### src/rtl/core_pkg.sv
// Shared types and default sizes for the common data bus producer side.
package core_pkg;

  // Default sizes of the CDB slice; the arbiter's parameters default to these.
  localparam int CDB_NUM_FU     = 4;
  localparam int CDB_LANES      = 2;
  localparam int CDB_PHYS_W     = 6;
  localparam int CDB_ROB_W      = 6;
  localparam int CDB_FIFO_DEPTH = 4;

  // One completed result as buffered per FU and broadcast on a CDB lane.
  // has_dst = 0 marks results that complete in the ROB but wake nothing up.
  typedef struct packed {
    logic                  has_dst;
    logic [CDB_PHYS_W-1:0] dst_tag;
    logic [31:0]           value;
    logic [CDB_ROB_W-1:0]  rob_tag;
  } cdb_entry_t;

endpackage : core_pkg

### src/rtl/cdb_fu_fifo.sv
// Completion FIFO for one functional unit. Holds finished results until the
// arbiter grants the unit a CDB lane. No pass-through: a pushed entry is only
// visible at the head after the push edge, and a full FIFO refuses pushes
// even in a cycle where it is being popped.
module cdb_fu_fifo
  import core_pkg::*;
#(
  parameter int DEPTH = CDB_FIFO_DEPTH
) (
  input  logic       clk,
  input  logic       reset,
  input  logic       flush,
  input  logic       push,
  input  cdb_entry_t push_entry,
  input  logic       pop,
  output logic       full,
  output logic       empty,
  output cdb_entry_t head
);

  localparam int AW = $clog2(DEPTH);
  localparam int CW = AW + 1;

  logic [AW-1:0] wr_ptr;
  logic [AW-1:0] rd_ptr;
  logic [CW-1:0] count;
  logic          do_push;
  logic          do_pop;
  cdb_entry_t    mem [DEPTH];

  // Full/empty come from the registered count only, so fu_ready never
  // depends on a same-cycle pop.
  assign full    = (count == CW'(DEPTH));
  assign empty   = (count == '0);
  assign do_push = push && !full;
  assign do_pop  = pop && !empty;
  assign head    = mem[rd_ptr];

  // Pointer and occupancy bookkeeping; flush drops everything buffered and
  // wins over a push or pop in the same cycle. DEPTH is a power of two, so
  // the pointers wrap naturally.
  always_ff @(posedge clk or negedge reset) begin
    if (!reset) begin
      wr_ptr <= '0;
      rd_ptr <= '0;
      count  <= '0;
    end else if (flush) begin
      wr_ptr <= '0;
      rd_ptr <= '0;
      count  <= '0;
    end else begin
      if (do_push) wr_ptr <= wr_ptr + AW'(1);
      if (do_pop)  rd_ptr <= rd_ptr + AW'(1);
      case ({do_push, do_pop})
        2'b10:   count <= count + CW'(1);
        2'b01:   count <= count - CW'(1);
        default: count <= count;
      endcase
    end
  end

  // Entry storage carries data only; validity is tracked by the count above.
  always_ff @(posedge clk) begin
    if (do_push && !flush) mem[wr_ptr] <= push_entry;
  end

endmodule : cdb_fu_fifo

### src/rtl/cdb_arbiter.sv
// Common data bus arbiter. Each functional unit pushes results into its own
// completion FIFO; every cycle up to CDB_W non-empty FIFOs are granted in
// round-robin order starting at rr_ptr, and their heads are registered onto
// the CDB lanes (first grant on lane 0). Every granted lane reports ROB
// completion; only results with a destination raise cdb_valid.
//
// Handshake: fu_valid[i] && fu_ready[i] at a rising edge is a push of that
// unit's result. fu_ready[i] is high whenever FIFO i holds fewer than
// FIFO_DEPTH entries, is derived from registered state only, and must not be
// assumed to rise in the cycle of a pop. The CDB side has no back-pressure:
// each cdb_valid / rob_cmpl_valid is a one-cycle pulse per entry.
module cdb_arbiter
  import core_pkg::*;
#(
  parameter int NUM_FU     = CDB_NUM_FU,
  parameter int CDB_W      = CDB_LANES,
  parameter int PHYS_W     = CDB_PHYS_W,
  parameter int ROB_W      = CDB_ROB_W,
  parameter int FIFO_DEPTH = CDB_FIFO_DEPTH
) (
  input  logic                           clk,
  input  logic                           reset,
  input  logic                           flush_pipeline,
  input  logic [NUM_FU-1:0]              fu_valid,
  output logic [NUM_FU-1:0]              fu_ready,
  input  logic [NUM_FU-1:0][PHYS_W-1:0]  fu_dst_tag,
  input  logic [NUM_FU-1:0][31:0]        fu_value,
  input  logic [NUM_FU-1:0][ROB_W-1:0]   fu_rob_tag,
  input  logic [NUM_FU-1:0]              fu_has_dst,
  output logic [CDB_W-1:0]               cdb_valid,
  output logic [CDB_W-1:0][PHYS_W-1:0]   cdb_tag,
  output logic [CDB_W-1:0][31:0]         cdb_value,
  output logic [CDB_W-1:0][ROB_W-1:0]    cdb_rob_tag,
  output logic [CDB_W-1:0]               rob_cmpl_valid
);

  localparam int RR_W       = (NUM_FU > 1) ? $clog2(NUM_FU) : 1;
  localparam int LANE_IDX_W = (CDB_W > 1) ? $clog2(CDB_W) : 1;

  cdb_entry_t          push_entry [NUM_FU];
  cdb_entry_t          fifo_head  [NUM_FU];
  logic [NUM_FU-1:0]   fifo_full;
  logic [NUM_FU-1:0]   fifo_empty;
  logic [NUM_FU-1:0]   grant;

  cdb_entry_t          lane_entry [CDB_W];
  logic [CDB_W-1:0]    lane_gnt;
  logic [RR_W-1:0]     rr_ptr;
  logic [RR_W-1:0]     rr_next;

  // One completion FIFO per functional unit.
  for (genvar g = 0; g < NUM_FU; g++) begin : g_fu
    assign push_entry[g] = '{has_dst: fu_has_dst[g],
                             dst_tag: fu_dst_tag[g],
                             value:   fu_value[g],
                             rob_tag: fu_rob_tag[g]};
    assign fu_ready[g]   = !fifo_full[g];

    cdb_fu_fifo #(
      .DEPTH (FIFO_DEPTH)
    ) u_fifo (
      .clk        (clk),
      .reset      (reset),
      .flush      (flush_pipeline),
      .push       (fu_valid[g]),
      .push_entry (push_entry[g]),
      .pop        (grant[g]),
      .full       (fifo_full[g]),
      .empty      (fifo_empty[g]),
      .head       (fifo_head[g])
    );
  end

  // Round-robin select: walk FU indices from rr_ptr with wrap, granting the
  // first CDB_W non-empty FIFOs in lane order. rr_next points one past the
  // last granted unit, or stays put when nothing is granted.
  always_comb begin : arb_comb
    int lane;
    int idx;
    grant   = '0;
    lane_gnt = '0;
    rr_next = rr_ptr;
    for (int l = 0; l < CDB_W; l++) lane_entry[l] = '0;
    lane = 0;
    idx  = 0;
    for (int i = 0; i < NUM_FU; i++) begin
      idx = int'(rr_ptr) + i;
      if (idx >= NUM_FU) idx = idx - NUM_FU;
      if (!fifo_empty[RR_W'(idx)] && (lane < CDB_W)) begin
        grant[RR_W'(idx)]                = 1'b1;
        lane_gnt[LANE_IDX_W'(lane)]      = 1'b1;
        lane_entry[LANE_IDX_W'(lane)]    = fifo_head[RR_W'(idx)];
        rr_next = RR_W'(((idx + 1) == NUM_FU) ? 0 : (idx + 1));
        lane = lane + 1;
      end
    end
  end

  // Round-robin pointer; flush restarts the scan at unit 0.
  always_ff @(posedge clk or negedge reset) begin
    if (!reset) begin
      rr_ptr <= '0;
    end else if (flush_pipeline) begin
      rr_ptr <= '0;
    end else begin
      rr_ptr <= rr_next;
    end
  end

  // CDB output register. Ungranted lanes carry zero data (lane_entry is zero
  // for them); a flush cycle broadcasts nothing.
  always_ff @(posedge clk or negedge reset) begin
    if (!reset) begin
      cdb_valid      <= '0;
      cdb_tag        <= '0;
      cdb_value      <= '0;
      cdb_rob_tag    <= '0;
      rob_cmpl_valid <= '0;
    end else if (flush_pipeline) begin
      cdb_valid      <= '0;
      cdb_tag        <= '0;
      cdb_value      <= '0;
      cdb_rob_tag    <= '0;
      rob_cmpl_valid <= '0;
    end else begin
      for (int l = 0; l < CDB_W; l++) begin
        rob_cmpl_valid[l] <= lane_gnt[l];
        cdb_valid[l]      <= lane_gnt[l] & lane_entry[l].has_dst;
        cdb_tag[l]        <= lane_entry[l].dst_tag;
        cdb_value[l]      <= lane_entry[l].value;
        cdb_rob_tag[l]    <= lane_entry[l].rob_tag;
      end
    end
  end

endmodule : cdb_arbiter

### config.mk
export PLATFORM = sky130hd
export DESIGN_NAME = cdb_arbiter
export DESIGN_NICKNAME = d
export VERILOG_FILES = /design/src/rtl/core_pkg.sv /design/src/rtl/cdb_fu_fifo.sv /design/src/rtl/cdb_arbiter.sv
export SDC_FILE = /design/constraint.sdc
export NUM_CORES = 1
export LEC_CHECK = 0
export CAP_MARGIN = 20
export CORE_UTILIZATION = 55
export DETAILED_ROUTE_END_ITERATION = 7
export DONT_BUFFER_PORTS = 1
export GPL_TIMING_DRIVEN = 0
export MAX_ROUTING_LAYER = met4
export PLACE_DENSITY_LB_ADDON = 0.12
export SLEW_MARGIN = 20
export SYNTH_ARGS = -nofsm -noshare
export SYNTH_HDL_FRONTEND = slang
export SYNTH_HIERARCHICAL = 1
export SYNTH_SLANG_ARGS = --single-unit
### constraint.sdc
create_clock -name clk -period 11.5 [get_ports clk]
set_input_delay 2.3 -clock clk [delete_from_list [all_inputs] [get_ports clk]]
set_output_delay 2.3 -clock clk [all_outputs]
set_load 0.02 [all_outputs]
### Yosys cells after proc, flatten, opt, wreduce, memory -nomap -nowiden

Memory sizes are Yosys's and may differ from the RTL's.
Index checks and enable logic that the tools add are counted.

| cells by class | value |
|---|---|
| mux-type cells | 112 |
| add/subtract/negate cells | 29 |
| order comparisons | 31 |
| equal/unequal tests | 17 |
| bitwise gates (word level) | 15 |
| reductions and logical operators | 53 |

Operators with widths:

| cell | number |
|---|---|
| 2-to-1 mux 45 bit | 12 |
| binary-select mux 45 bit (select 2 bit) | 4 |
| bitwise mux 90 bit | 3 |
| 2-to-1 mux 90 bit | 3 |
| adder 32 x 2 -> 32 bit (second input constant) | 6 |
| 2-to-1 mux 32 bit | 6 |
| demux 45 bit (select 1 bit) | 3 |
| == test 32 x 4 -> 1 bit (second input constant) | 4 |
| less-than comparator 32 x 3 -> 1 bit (second input constant) | 3 |
| 2-to-1 mux 64 bit | 1 |
| 2-to-1 mux 2 bit | 30 |
| logical AND 1 bit | 25 |
| 2-to-1 mux 1 bit | 25 |
| 2-to-1 mux 12 bit | 2 |
| one-hot mux 3 bit (2 select lines) | 4 |
| adder 2 x 1 -> 2 bit (second input constant) | 8 |
| less-than comparator 2 x 4 -> 1 bit (second input constant) | 4 |
| 2-to-1 mux 4 bit | 4 |
| nonzero test 2 bit | 8 |
| >= comparator 2 x 3 -> 1 bit (second input constant) | 5 |
| adder 3 x 1 -> 3 bit (second input constant) | 4 |
| == test 3 bit (second input constant) | 4 |
| logical NOT 1 bit | 12 |
| logical NOT 3 bit | 4 |
| other kinds (25) | 73 |

| word-level totals | value |
|---|---|
| memories kept | 4 |
| output and inout bits | 96 |
| bits in writable memories | 720 |
| logic and storage cells | 282 |
| register bits | 122 |

Memories:

| name | depth | bits a word | read ports | clocked after Yosys merged registers in | write ports | line | text |
|---|---|---|---|---|---|---|---|
| g_fu[0].u_fifo.mem | 4 | 45 | 1 | 0 | 1 | cdb_fu_fifo.sv:29 | `cdb_entry_t mem [DEPTH];` |
| g_fu[1].u_fifo.mem | 4 | 45 | 1 | 0 | 1 | cdb_fu_fifo.sv:29 |  |
| g_fu[2].u_fifo.mem | 4 | 45 | 1 | 0 | 1 | cdb_fu_fifo.sv:29 |  |
| g_fu[3].u_fifo.mem | 4 | 45 | 1 | 0 | 1 | cdb_fu_fifo.sv:29 |  |

### Logic depth before layout (Yosys ltp)

| depth | value |
|---|---|
| word-level depth | 21 |
| gate-level depth with buffers | 22 |

### By module

Netlist, hierarchy kept.

By module, submodules not included:

| module | sequential area each (µm²) | area each (µm²) | instances | cells an instance |
|---|---|---|---|---|
| cdb_fu_fifo (g_fu[1].u_fifo ...) | 5580.4 | 7044.3 | 3 | 299 |
| cdb_arbiter | 1201.2 | 7936.4 | 1 | 608 |
| cdb_fu_fifo (g_fu[0].u_fifo) | 5580.4 | 7100.6 | 1 | 301 |

### Least setup slack after synthesis

OpenSTA, ideal clock, no wires.

| timing path | value |
|---|---|
| path type | register to register |
| start | register rr_ptr[1] |
| end | register g_fu[3].u_fifo.count[1] |
| buffers on the path | 5 |
| arrival | 4573 ps |
| cell stages (with the launch flop) | 23 |
| clock period less this slack | 4706 ps |
| library setup time | 133 ps |
| required time | 11367 ps |
| slack | 6794 ps |
| cell sequence | dfrtp_1 > clkbuf_1 > clkbuf_1 > clkbuf_1 > inv_1 > ha_1 > buf_2 > mux2i_1 > mux2_2 > ha_1 > inv_1 > a21oi_1 > o32ai_2 > nand3_1 > o2111ai_1 > buf_2 > o21ai_1 > a21oi_1 > fa_1 > inv_1 > a311oi_1 > a21oi_1 > a211oi_1 |

| on the way | value |
|---|---|
| word-level cells in the longest chain between the ends | 19 |
| elaborated cells on any way between the ends | 74 |
| classes of those cells | 9 x add/sub; 15 x order compare; 2 x eq/ne; 33 x mux; 3 x bitwise; 12 x reduce/logical |

Ends and longest elaborated chain:

| item | line | text |
|---|---|---|
| from (decl) | cdb_arbiter.sv:48 | `logic [RR_W-1:0] rr_ptr;` |
| from (signal assigned) | cdb_arbiter.sv:106 | `rr_ptr <= rr_next;` |
| subtractor 2 x 3 -> 4 bit, or another cell as far along | cdb_arbiter.sv:88 | `if (idx >= NUM_FU) idx = idx - NUM_FU;` |
| 2-to-1 mux 32 bit, or another cell as far along | cdb_arbiter.sv:88 |  |
| binary-select mux 1 bit (select 2 bit) / 2-to-1 mux 32 bit (equally long branches) | cdb_arbiter.sv:89, cdb_arbiter.sv:88 |  |
| 2-to-1 mux 1 bit (implied by the code) / binary-select mux 1 bit (select 2 bit) (equally long branches) | cdb_arbiter.sv:89 | `if (!fifo_empty[RR_W'(idx)] && (lane < CDB_W)) begin` |
| 2-to-1 mux 1 bit (implied by the code) | cdb_arbiter.sv:89 |  |
| 2-to-1 mux 1 bit | cdb_arbiter.sv:89 |  |
| less-than comparator 32 x 3 -> 1 bit / logical NOT 1 bit (equally long branches) | cdb_arbiter.sv:89 |  |
| logical AND 1 bit | cdb_arbiter.sv:89 |  |
| [4 not listed] | n/a |  |
| less-than comparator 32 x 3 -> 1 bit | cdb_arbiter.sv:89 |  |
| logical AND 1 bit | cdb_arbiter.sv:89 |  |
| 2-to-1 mux 4 bit * | cdb_arbiter.sv:89 |  |
| via grant[3] | cdb_arbiter.sv:44 | `logic [NUM_FU-1:0] grant;` |
| logical AND 1 bit * | cdb_fu_fifo.sv:36 | `assign do_pop = pop && !empty;` |
| == test 2 x 1 -> 1 bit / == test 2 bit (equally long branches) | cdb_fu_fifo.sv:54 | `case ({do_push, do_pop})` |
| one-hot mux 3 bit (2 select lines) | cdb_fu_fifo.sv:54 |  |
| 2-to-1 mux 3 bit | cdb_fu_fifo.sv:47 | `end else if (flush) begin` |
| to (signal assigned) | cdb_fu_fifo.sv:55 | `2'b10: count <= count + CW'(1);` |
| to (signal assigned) | cdb_fu_fifo.sv:56 | `2'b01: count <= count - CW'(1);` |
| to (signal assigned) | cdb_fu_fifo.sv:57 | `default: count <= count;` |
| to (decl) | cdb_fu_fifo.sv:26 | `logic [CW-1:0] count;` |

The timed path passes the listed nets; every way through them passes the cells marked *. The select of a mux whose other input is x is not followed.
A chain may end at the register's enable or synchronous reset.

### Final worst setup path

Same ends and word-level chain as after synthesis.

==> run_results.csv <==
group,metric,value,unit
final_layout,syn2layout_area_growth,11.9,%
yosys,synth_simple_gate_area_frac,0.0276,
routing,route.detailed.drc,0,
clocking,htree_levels,3,
yosys,synthTopCellsByArea,"edfxtp_1, mux4_2, dfrtp_1",
floorplan,rows,93,
routing,via_per_inst,6.68,
yosys,ys_ff_latch,796,
timing,fin_crit,6.83,ns
pwr,p_leak,13.0,nW
clocking,root_buffer,"clkbuf_16",
worst_setup_path,cp.arrival,7.33,ns
clocking,post_cts_buffers,0,
timing,finalHoldViolCount,0,
yosys,yosysWarnings,6,
global_route,gr-total-overflow,0,
pwr,p_per_area,268,nW/um^2
final_layout,n_antenna_cell,0,
timing,slew_headroom,0.257,
worst_setup_path,critPathMaxStageDelay,0.70,ns
placed_design,port_buffers,0,
min_path,hold_path_class,"reg -> reg",
clocking,clkSlewWorstSetupHoldPaths,0.06,ns
yosys,synth_top_flop_cell,"edfxtp_1",
global_route,grt_pass1_wl,133000,microns
yosys,synth_edf_count,720,
floorplan,start_util,0.559,
timing,rsz0062_at_grt,"no",
worst_setup_path,crit_chain,"clkbuf_1 -> clkbuf_1 -> clkbuf_1 -> inv_1 -> ha_1 -> buf_2 -> mux2i_1 -> mux2_2 -> ha_1 -> inv_1 -> a21oi_1 -> o32ai_2 -> nand3_1 -> o2111ai_1 -> buf_2 -> o21ai_1 -> a21oi_1 -> fa_1 -> inv_1 -> a311oi_1 -> a21oi_1 -> a211oi_1",
worst_setup_path,path_max_fanout,10,
floorplan,chipHeight,258,microns
worst_setup_path,worstSetupEndpoint,"g_fu[3].u_fifo/count[1]",
yosys,synth_top_family_by_area,"multiplexers",
final_layout,layout-drive-gt1-share,0.350,
yosys,synth_fa_ha_area_frac,0.0116,
routing,antenna_left,0,
yosys,synth_largest_area_cell,"edfxtp_1",
final_layout,stdcell_area,40500,sq um
run,cap_violations,0,
global_route,grt.total_usage,0.289,
global_route,grt_start_max_net_pins,77,
timing,hold_slack,0.598,ns
final_layout,fin_nets,2172,
worst_setup_path,required,11.99,ns
outcome,status,"finished, final reports clean",
floorplan,die-area,66800,sq um
placed_design,dp_slack,4.77,ns
floorplan,die_w,258,microns
worst_setup_path,r2r_slack,4.67,ns
clocking,clkSinkCount,796,
final_layout,final_cell_mix,"edfxtp_1, mux4_2, clkbuf_16",
routing,dr.pass1.iters,6,
worst_setup_path,r2r-start,"rr_ptr[1]",
yosys,synthCells,1806,
placed_design,dp.final_hpwl,64200,microns
placed_design,place_area,37800,sq um
pwr,ir_drop,0.000193,V
timing,period_share,0.594,
yosys,synth_xor_area_frac,0.00315,
timing,setup_viol,0,
timing,setup_ws,4.67,ns
global_route,grt_pass1_vias,19600,
worst_setup_path,start_kind,"register",
routing,wl,91600,microns
yosys,ys_seq_area_frac,0.650,
placed_design,routabilityCongestion,0.861,
timing,fmax,146,MHz
worst_setup_path,worst_setup_path_end_kind,"register",
clocking,numCtsBuffers,82,
yosys,syn_avg_cell_area,20.0,sq um
clocking,cts_resized,0,
worst_setup_path,slowest_stage,"clkbuf_1",
global_route,antenna_found_initial,2,
worst_setup_path,r2r_cells,22,
yosys,ys_types,61,
timing,clock_skew,0.0261,ns
yosys,synthMuxAreaShare,0.228,
final_layout,layout.cells.most_common,"edfxtp_1",
worst_setup_path,setup.worst_path.class,"reg -> reg",
clocking,cts_buffer_depth,3,
timing,setup-tns-final,0,ns
yosys,netlist.area_leader.share,0.598,
routing,dr_total_vias,19200,
yosys,async_reset_ff_frac,0.0955,
clocking,clock_latency,0.64,ns
floorplan,coreArea,64700,sq um
yosys,synth_area,36200,sq um
worst_setup_path,crit_start,"rr_ptr[1]",
worst_setup_path,rr_endpoint,"g_fu[3].u_fifo/count[1]",
floorplan,pin_count,283,
yosys,synth_compound_area_frac,0.0441,
timing,drv_slew,0,
routing,drt_first_iter_violations,1861,
clocking,cts_hold_buf,0,
final_layout,post-route-util,0.625,
routing,post_drt_wl_per_cell,31.9,microns
timing,worst_pin_slew,1.11,ns
clocking,cts_tree,"built",
[worst max-delay path: cells and delay by family (launching register included)]
kind / cells / cell delay, ns
AND/OR/NAND/NOR: 1 / 0.16
adder cells (fa/ha/maj): 3 / 1.16
buffers and inverters: 8 / 2.90
multiplexers: 2 / 0.53
flip-flops: 1 / 0.41
AO/OA/AOI/OAI: 8 / 1.51
[cells by family after synthesis]
logic type	count (synthesis)
other	1
AO/OA/AOI/OAI	177
adder cells (fa/ha/maj)	31
flip-flops	796
multiplexers	371
AND/OR/NAND/NOR	213
XOR/XNOR	13
buffers and inverters	204
[sequential cells by signal (all words and copies together), names as in the netlist]
| name | flops |
|---|---|
| g_fu.u_fifo/wr_ptr | 8 |
| rr_ptr | 2 |
| cdb_rob_tag | 6 |
| g_fu.u_fifo/count | 12 |
| cdb_valid | 1 |
| g_fu.u_fifo/rd_ptr | 8 |
| cdb_tag | 6 |
| g_fu.u_fifo/mem | 720 |
| rob_cmpl_valid | 1 |
| cdb_value | 32 |
[how the worst min path moves through the flow]
stage / cells past startpoint / slack (ns) / from / end
floorplan: 2 / 0.54 / g_fu[1].u_fifo/wr_ptr[1] / g_fu[1].u_fifo/wr_ptr[1]
global placement: 2 / 0.56 / g_fu[1].u_fifo/wr_ptr[1] / g_fu[1].u_fifo/wr_ptr[1]
detailed placement: 2 / 0.59 / g_fu[1].u_fifo/wr_ptr[1] / g_fu[1].u_fifo/wr_ptr[1]
CTS: 2 / 0.60 / g_fu[0].u_fifo/wr_ptr[1] / g_fu[0].u_fifo/wr_ptr[1]
global route: 2 / 0.63 / g_fu[0].u_fifo/wr_ptr[1] / g_fu[0].u_fifo/wr_ptr[1]
finish: 2 / 0.60 / g_fu[1].u_fifo/wr_ptr[1] / g_fu[1].u_fifo/wr_ptr[1]
[synth_stat cells, drive strengths merged (2+ instances only)]
library cell / number
o21ai: 22
nand3: 5
clkbuf: 39
o311ai: 2
nand3b: 6
ha: 27
xor2: 8
o22ai: 5
a22o: 3
nor2b: 3
or2: 5
mux2: 2
nand2b: 14
a31oi: 2
nor3: 10
or3: 4
nor3b: 5
o31ai: 2
a22oi: 48
dfrtp: 76
buf: 140
nor2: 75
a311oi: 47
fa: 4
a21o: 4
and2: 19
a211oi: 8
a222oi: 2
mux4: 363
a21oi: 18
nand2: 66
mux2i: 6
xnor2: 5
edfxtp: 720
inv: 25
a221oi: 5
[stage by stage]
stage	cells	power, mW
5_1_grt	2875	11.3
3_3_place_gp	2706	8.14
6_report	2875	10.9
4_1_cts	2872	10.9
3_5_place_dp	2722	8.27
2_1_floorplan	1851	6.98
[metal layers]
metal / vias up / part of all wire / track usage
li1: 7814 / - / -
met1: 10400 / 0.38 / 0.372
met2: 895 / 0.50 / 0.461
met3: 127 / 0.098 / 0.0799
met4: 0 / 0.021 / 0.0690
met5: - / 0 / -
[power by group]
group	total (mW)	leakage, nW	internal, mW	switching [mW]
combinational	4.66	4.14	2.02	2.64
clock	2.62	1.30	1.52	1.10
sequential	3.58	7.55	3.43	0.152
[layout make-up]
type                    count  area [sq um]
plain buffers             179          1160
clock buffers             106          2250
clock inverters            44           403
fillers                  4600         24200
inverters                  25          93.8
multi-input cells         851         11600
flip-flops and latches    796         23500
well taps                 855          1070
repair buffers             19           358
(Power assumes the default switching activity.)
==> RTL edit 1 (same flow settings) <==
The package constant `CDB_LANES` goes from 2 to 1.
--- a/src/rtl/core_pkg.sv
+++ b/src/rtl/core_pkg.sv
@@ -3,7 +3,7 @@
 
   // Default sizes of the CDB slice; the arbiter's parameters default to these.
   localparam int CDB_NUM_FU     = 4;
-  localparam int CDB_LANES      = 2;
+  localparam int CDB_LANES      = 1;
   localparam int CDB_PHYS_W     = 6;
   localparam int CDB_ROB_W      = 6;
   localparam int CDB_FIFO_DEPTH = 4;
Interface: changed (5 resized); port bits go from 283 to 237. The function was not compared with the original's and may differ.
==> RTL edit 1 against the unedited design <==
- non-clock buffer count fell by 36
- area after synthesis fell by 0.17%
- combinational power fell by 8.2%
- setup slack improved by 0.90 ns
- cell area fell by 0.29%
- sequential cell count did not move
- routed wire length rose by 1.0%
- hold slack improved by 0.0058 ns
- total power fell by 2.9%
- critical endpoint is now g_fu[2].u_fifo/count[1]
- largest cell class unchanged
- highest routed layer unchanged
==> RTL edit 1: results (changes against the unedited design) <==
Routed signal wires occupy layers up through met4. The post-placement setup slack was 5.74 ns (+0.969 ns). For the number of nets in the layout, the log shows 2152 (-0.92%). Initial antenna violation count: 0 (-2).

The number of cells in the finished layout apart from fillers was 2862 (-0.45%). The quantity of gates resized following cts is 0 (unchanged). For this design, the slowest cell found on the critical path is sky130_fd_sc_hd__mux4_2.

Peak fanout along the critical path: 10 (unchanged). The tools report the number of distinct library cells after synthesis as 66 (+8.2%). The ratio of cells with drive above 1 in the final layout was 32.1% (-2.9 points); the number of optimization iterations in the first detailed-route pass was 7 (+1).

For the via count of the first global-routing pass, the log shows 19.6k (+0.37%). The arrival time of data at the critical path endpoint came out at 6.45 ns (-0.88 ns). Clock slew at the register clock pins of the worst setup and hold paths: 0.07 ns. The post-synthesis sequential area ratio is 65.1% (+0.11 points).

The actual transition at the worst max-transition pin is 1.01 ns (-0.0947 ns). Sorting the synthesized cells by how often they occur yields sky130_fd_sc_hd__edfxtp_1, sky130_fd_sc_hd__mux4_2, sky130_fd_sc_hd__dfrtp_1. The sum of net half-perimeters after detailed placement came out at 64600 µm (+0.66%). Yosys attributes the largest share of cell area to sky130_fd_sc_hd__edfxtp_1, sky130_fd_sc_hd__mux4_2, sky130_fd_sc_hd__dfrtp_1. The count of flip-flops with a built-in enable after synthesis is 720 (unchanged), and the number of diodes is 0 (unchanged). The static leakage power came out at 13.0 nW (-0.17%). The worst reg2reg path depth was 20 (-9.1%); the largest incremental delay on the critical path was 0.73 ns (+0.03 ns).

Met1 wire length: 34400 µm (-0.62%). The tools report the internal power of the cells as 6.88 mW (-1.4%). The routability-driven placement congestion ratio was 0.872 (+1.3%). In this run the clock root is driven by a sky130_fd_sc_hd__clkbuf_16.

The tools report the count of placed standard cells including taps as 2709 (-0.48%). The routed length on met2 came out at 46200 µm (+0.38%). The logs give 0.175 mV (-9.3%) for the maximum vdd drop and 1971 (+5.9%) for the iteration-0 DRC count of the detailed router. The clock skew was 0.0333 ns (+0.00721 ns); the routed wire length on met3 was 9280 µm (+3.5%).

The logs give 134000 µm (+0.45%) for the wire length of the first global-routing pass and 29.1% (+0.19 points) for the global-route usage over all layers. The cell depth of the worst hold path works out to 2 (unchanged). The average wire length per cell after detail routing was 32.3 µm (+1.5%). The average cell area after synthesis was 19.6 µm² (-1.9%).

The clock reaches the later pin of the worst-skew pair after 0.65 ns. The run finished with clean final reports. The number of vias per cell after detailed routing was 6.76 (+1.1%).
## RTL edit 1: metal layers
| layer | track usage [%] | up-vias |
|---|---|---|
| li1 | - | 7928 |
| met1 | 37.0 | 10265 |
| met2 | 46.4 | 992 |
| met3 | 8.13 | 152 |
| met4 | 8.04 | 0 |
| met5 | - | - |
## RTL edit 1: logic make-up after synthesis
| kind of cell | share of synthesized area (%) |
|---|---|
| xor gates and xnor gates | 0.315 |
| and+or+nand+nor | 3.28 |
| muxes | 22.9 |
| adders and majority gates | 0.984 |
| buffers and inverters | 3.29 |
| AOI/OAI and AO/OA | 4.05 |
| DFF | 65.1 |
## RTL edit 1: worst paths after layout
path | slack, ns | start | endpoint
setup / recovery | 5.57 | rr_ptr[0] | g_fu[2].u_fifo/count[1]
hold / removal | 0.60 | g_fu[0].u_fifo/wr_ptr[1] | g_fu[0].u_fifo/wr_ptr[1]
setup reg to reg | 5.57 | rr_ptr[0] | g_fu[2].u_fifo/count[1]
hold reg to reg | 0.60 | g_fu[0].u_fifo/wr_ptr[1] | g_fu[0].u_fifo/wr_ptr[1]
max in group asynchronous | 9.95 | reset | cdb_value[17]
min in group asynchronous | 1.37 | reset | cdb_rob_tag[4]
## RTL edit 1: stage by stage
step / cell area (µm²) / util [%]
floorplan: 36100 / -
CTS: 40300 / 62.4
global placement: 37200 / 57.5
global route: 40300 / 62.4
detailed placement: 37600 / 58.1
finish: 40300 / 62.4
## RTL edit 1: power groups by stage
stage	registers, mW	clock network [mW]	logic, mW
after CTS	3.57	2.74	4.26
after floorplan	3.59	0	3.08
after global routing	3.58	2.83	4.53
final	3.56	2.70	4.28
after detailed placement	3.62	0	4.26
after global placement	3.63	0	4.15
## RTL edit 1: cell type report
cell class                      count  area, µm²
Multi-Input combinational cell    829      11400
Clock inverter                     45        513
Buffer                            145        932
Tap cell                          855       1070
Fill cell                        4519      24400
Timing Repair Buffer               17        358
Sequential cell                   796      23500
Clock buffer                      107       2260
Inverter                           68        255
## RTL edit 1: worst min-delay path: cells and delay by family, from the launching register on
| kind | cells | cell delay [ns] |
|---|---|---|
| DFF | 1 | 0.41 |
| AOI/OAI and AO/OA | 2 | 0.16 |
==> RTL edit 2 (same settings) <==
Without the edit above. Make the reset (`reset`) synchronous in 3 clocked blocks.
--- a/src/rtl/cdb_fu_fifo.sv
+++ b/src/rtl/cdb_fu_fifo.sv
@@ -39,7 +39,7 @@
   // Pointer and occupancy bookkeeping; flush drops everything buffered and
   // wins over a push or pop in the same cycle. DEPTH is a power of two, so
   // the pointers wrap naturally.
-  always_ff @(posedge clk or negedge reset) begin
+  always_ff @(posedge clk) begin
     if (!reset) begin
       wr_ptr <= '0;
       rd_ptr <= '0;
--- a/src/rtl/cdb_arbiter.sv
+++ b/src/rtl/cdb_arbiter.sv
@@ -97,7 +97,7 @@
   end
 
   // Round-robin pointer; flush restarts the scan at unit 0.
-  always_ff @(posedge clk or negedge reset) begin
+  always_ff @(posedge clk) begin
     if (!reset) begin
       rr_ptr <= '0;
     end else if (flush_pipeline) begin
@@ -109,7 +109,7 @@
 
   // CDB output register. Ungranted lanes carry zero data (lane_entry is zero
   // for them); a flush cycle broadcasts nothing.
-  always_ff @(posedge clk or negedge reset) begin
+  always_ff @(posedge clk) begin
     if (!reset) begin
       cdb_valid      <= '0;
       cdb_tag        <= '0;
Function: changed (a bounded check fails within 4 cycles, from zero or initial values and one cycle with reset low; the reset may be asserted at any time).
==> RTL edit 2 against the unedited design <==
- non-clock buffer count up 67
- cell area up 1.2%
- setup slack better by 0.47 ns
- area after synthesis down 0.73%
- critical endpoint is now g_fu[0].u_fifo/count[2]
- routed wire length down 0.19%
- sequential cell count up 8
Power is not compared: it rests on default switching activity, and its combinational part moved more than twofold at a synthesized area within 25%.
==> RTL edit 2: results (changes against the unedited design) <==
The share of flip-flops with an asynchronous set or reset came out at 0% (-9.5 points). For the worst reg-to-reg setup slack, the log shows 5.14 ns (+0.47 ns). The via count of the first global-routing pass was 19.8k (+0.98%).

The fraction of synthesized cell area in xor and xnor cells is 0.293% (-0.022 points). Sorting the synthesized cells by how often they occur yields sky130_fd_sc_hd__edfxtp_1, sky130_fd_sc_hd__mux4_2, sky130_fd_sc_hd__o21ai_0. The compound-gate portion of the synthesized area works out to 3.83% (-0.58 points).

The initial antenna violation count was 0 (-2). Number of optimization iterations in the first detailed-route pass: 5 (-1). The tools report the launch point of the worst path as rr_ptr[0]. The iteration-0 DRC count of the detailed router came out at 2108 (+13%).

The actual transition at the worst max-transition pin is 1.01 ns (-0.0914 ns), and the final wirelength is 91400 µm (-0.19%). The flow ran to the end, and the final reports show no timing, DRC or antenna violations. The sum of net half-perimeters after detailed placement is 66000 µm (+2.7%). Worst hold margin: 0.508 ns (-0.0903 ns). The worst register-to-register path ends at g_fu[0].u_fifo/count[2]. Yosys attributes the largest share of cell area to sky130_fd_sc_hd__edfxtp_1, sky130_fd_sc_hd__mux4_2, sky130_fd_sc_hd__dfxtp_1. The pin count of the biggest net entering global routing was 23 (-70%); the post-route total power was 7.25 mW. The ratio of cells with drive above 1 in the final layout was 35.9% (+0.85 points); the fraction of the mapped netlist area in adder cells was 1.36% (+0.20 points). The arrival time of data at the critical path endpoint was 6.91 ns (-0.42 ns); the number of vias per cell after detailed routing was 6.48 (-3.1%). Number of nets in the layout: 2271 (+4.6%). The post-synthesis sequential area ratio is 64.9% (-0.14 points). The worst reg2reg path depth is 25 (+14%).
==> RTL edit 2: changes by cell type in the layout (fill, tap and decap cells not counted), sizes merged, moves of 47 or more <==
cell and change:
a311oi -47, buf +68, dfxtp +84, nand2 -50, a22oi -47, o21ai +86, dfrtp -76, inv +62
==> RTL edit 2: layout make-up <==
| cell class | instances | area (µm²) |
|---|---|---|
| diodes | 1 | 2.50 |
| plain buffers | 163 | 1240 |
| clock buffers | 108 | 2260 |
| clock inverters | 44 | 674 |
| fillers | 4424 | 23500 |
| inverters | 88 | 335 |
| multi-input cells | 808 | 11300 |
| flip-flops and latches | 804 | 23300 |
| well taps | 855 | 1070 |
| repair buffers | 102 | 800 |
==> RTL edit 2: cells by family after synthesis <==
kind of cell,Yosys count
AO/OA/AOI/OAI,200
buffers and inverters,251
XOR/XNOR,12
multiplexers,371
flip-flops,804
adder cells (fa/ha/maj),36
AND/OR/NAND/NOR,143
other,1
==> RTL edit 2: metrics by stage <==
stage / setup WS, ns / instances / instance area (µm²)
2_1_floorplan: 5.23 / 1863 / 36100
3_3_place_gp: 1.07 / 2718 / 37100
3_5_place_dp: 5.22 / 2820 / 38000
4_1_cts: 5.17 / 2972 / 41000
5_1_grt: 4.79 / 2972 / 41000
6_report: 5.14 / 2973 / 41000
==> RTL edit 2: layer usage <==
metal / up-vias / wire length (µm) / share of wire (%) / GRT usage (%)
met4: 0 / 2410 / 2.6 / 8.89
met3: 139 / 9490 / 10 / 7.41
met5: - / 0 / 0 / -
met1: 10189 / 33800 / 37 / 36.5
li1: 7963 / - / - / -
met2: 964 / 45700 / 50 / 46.1
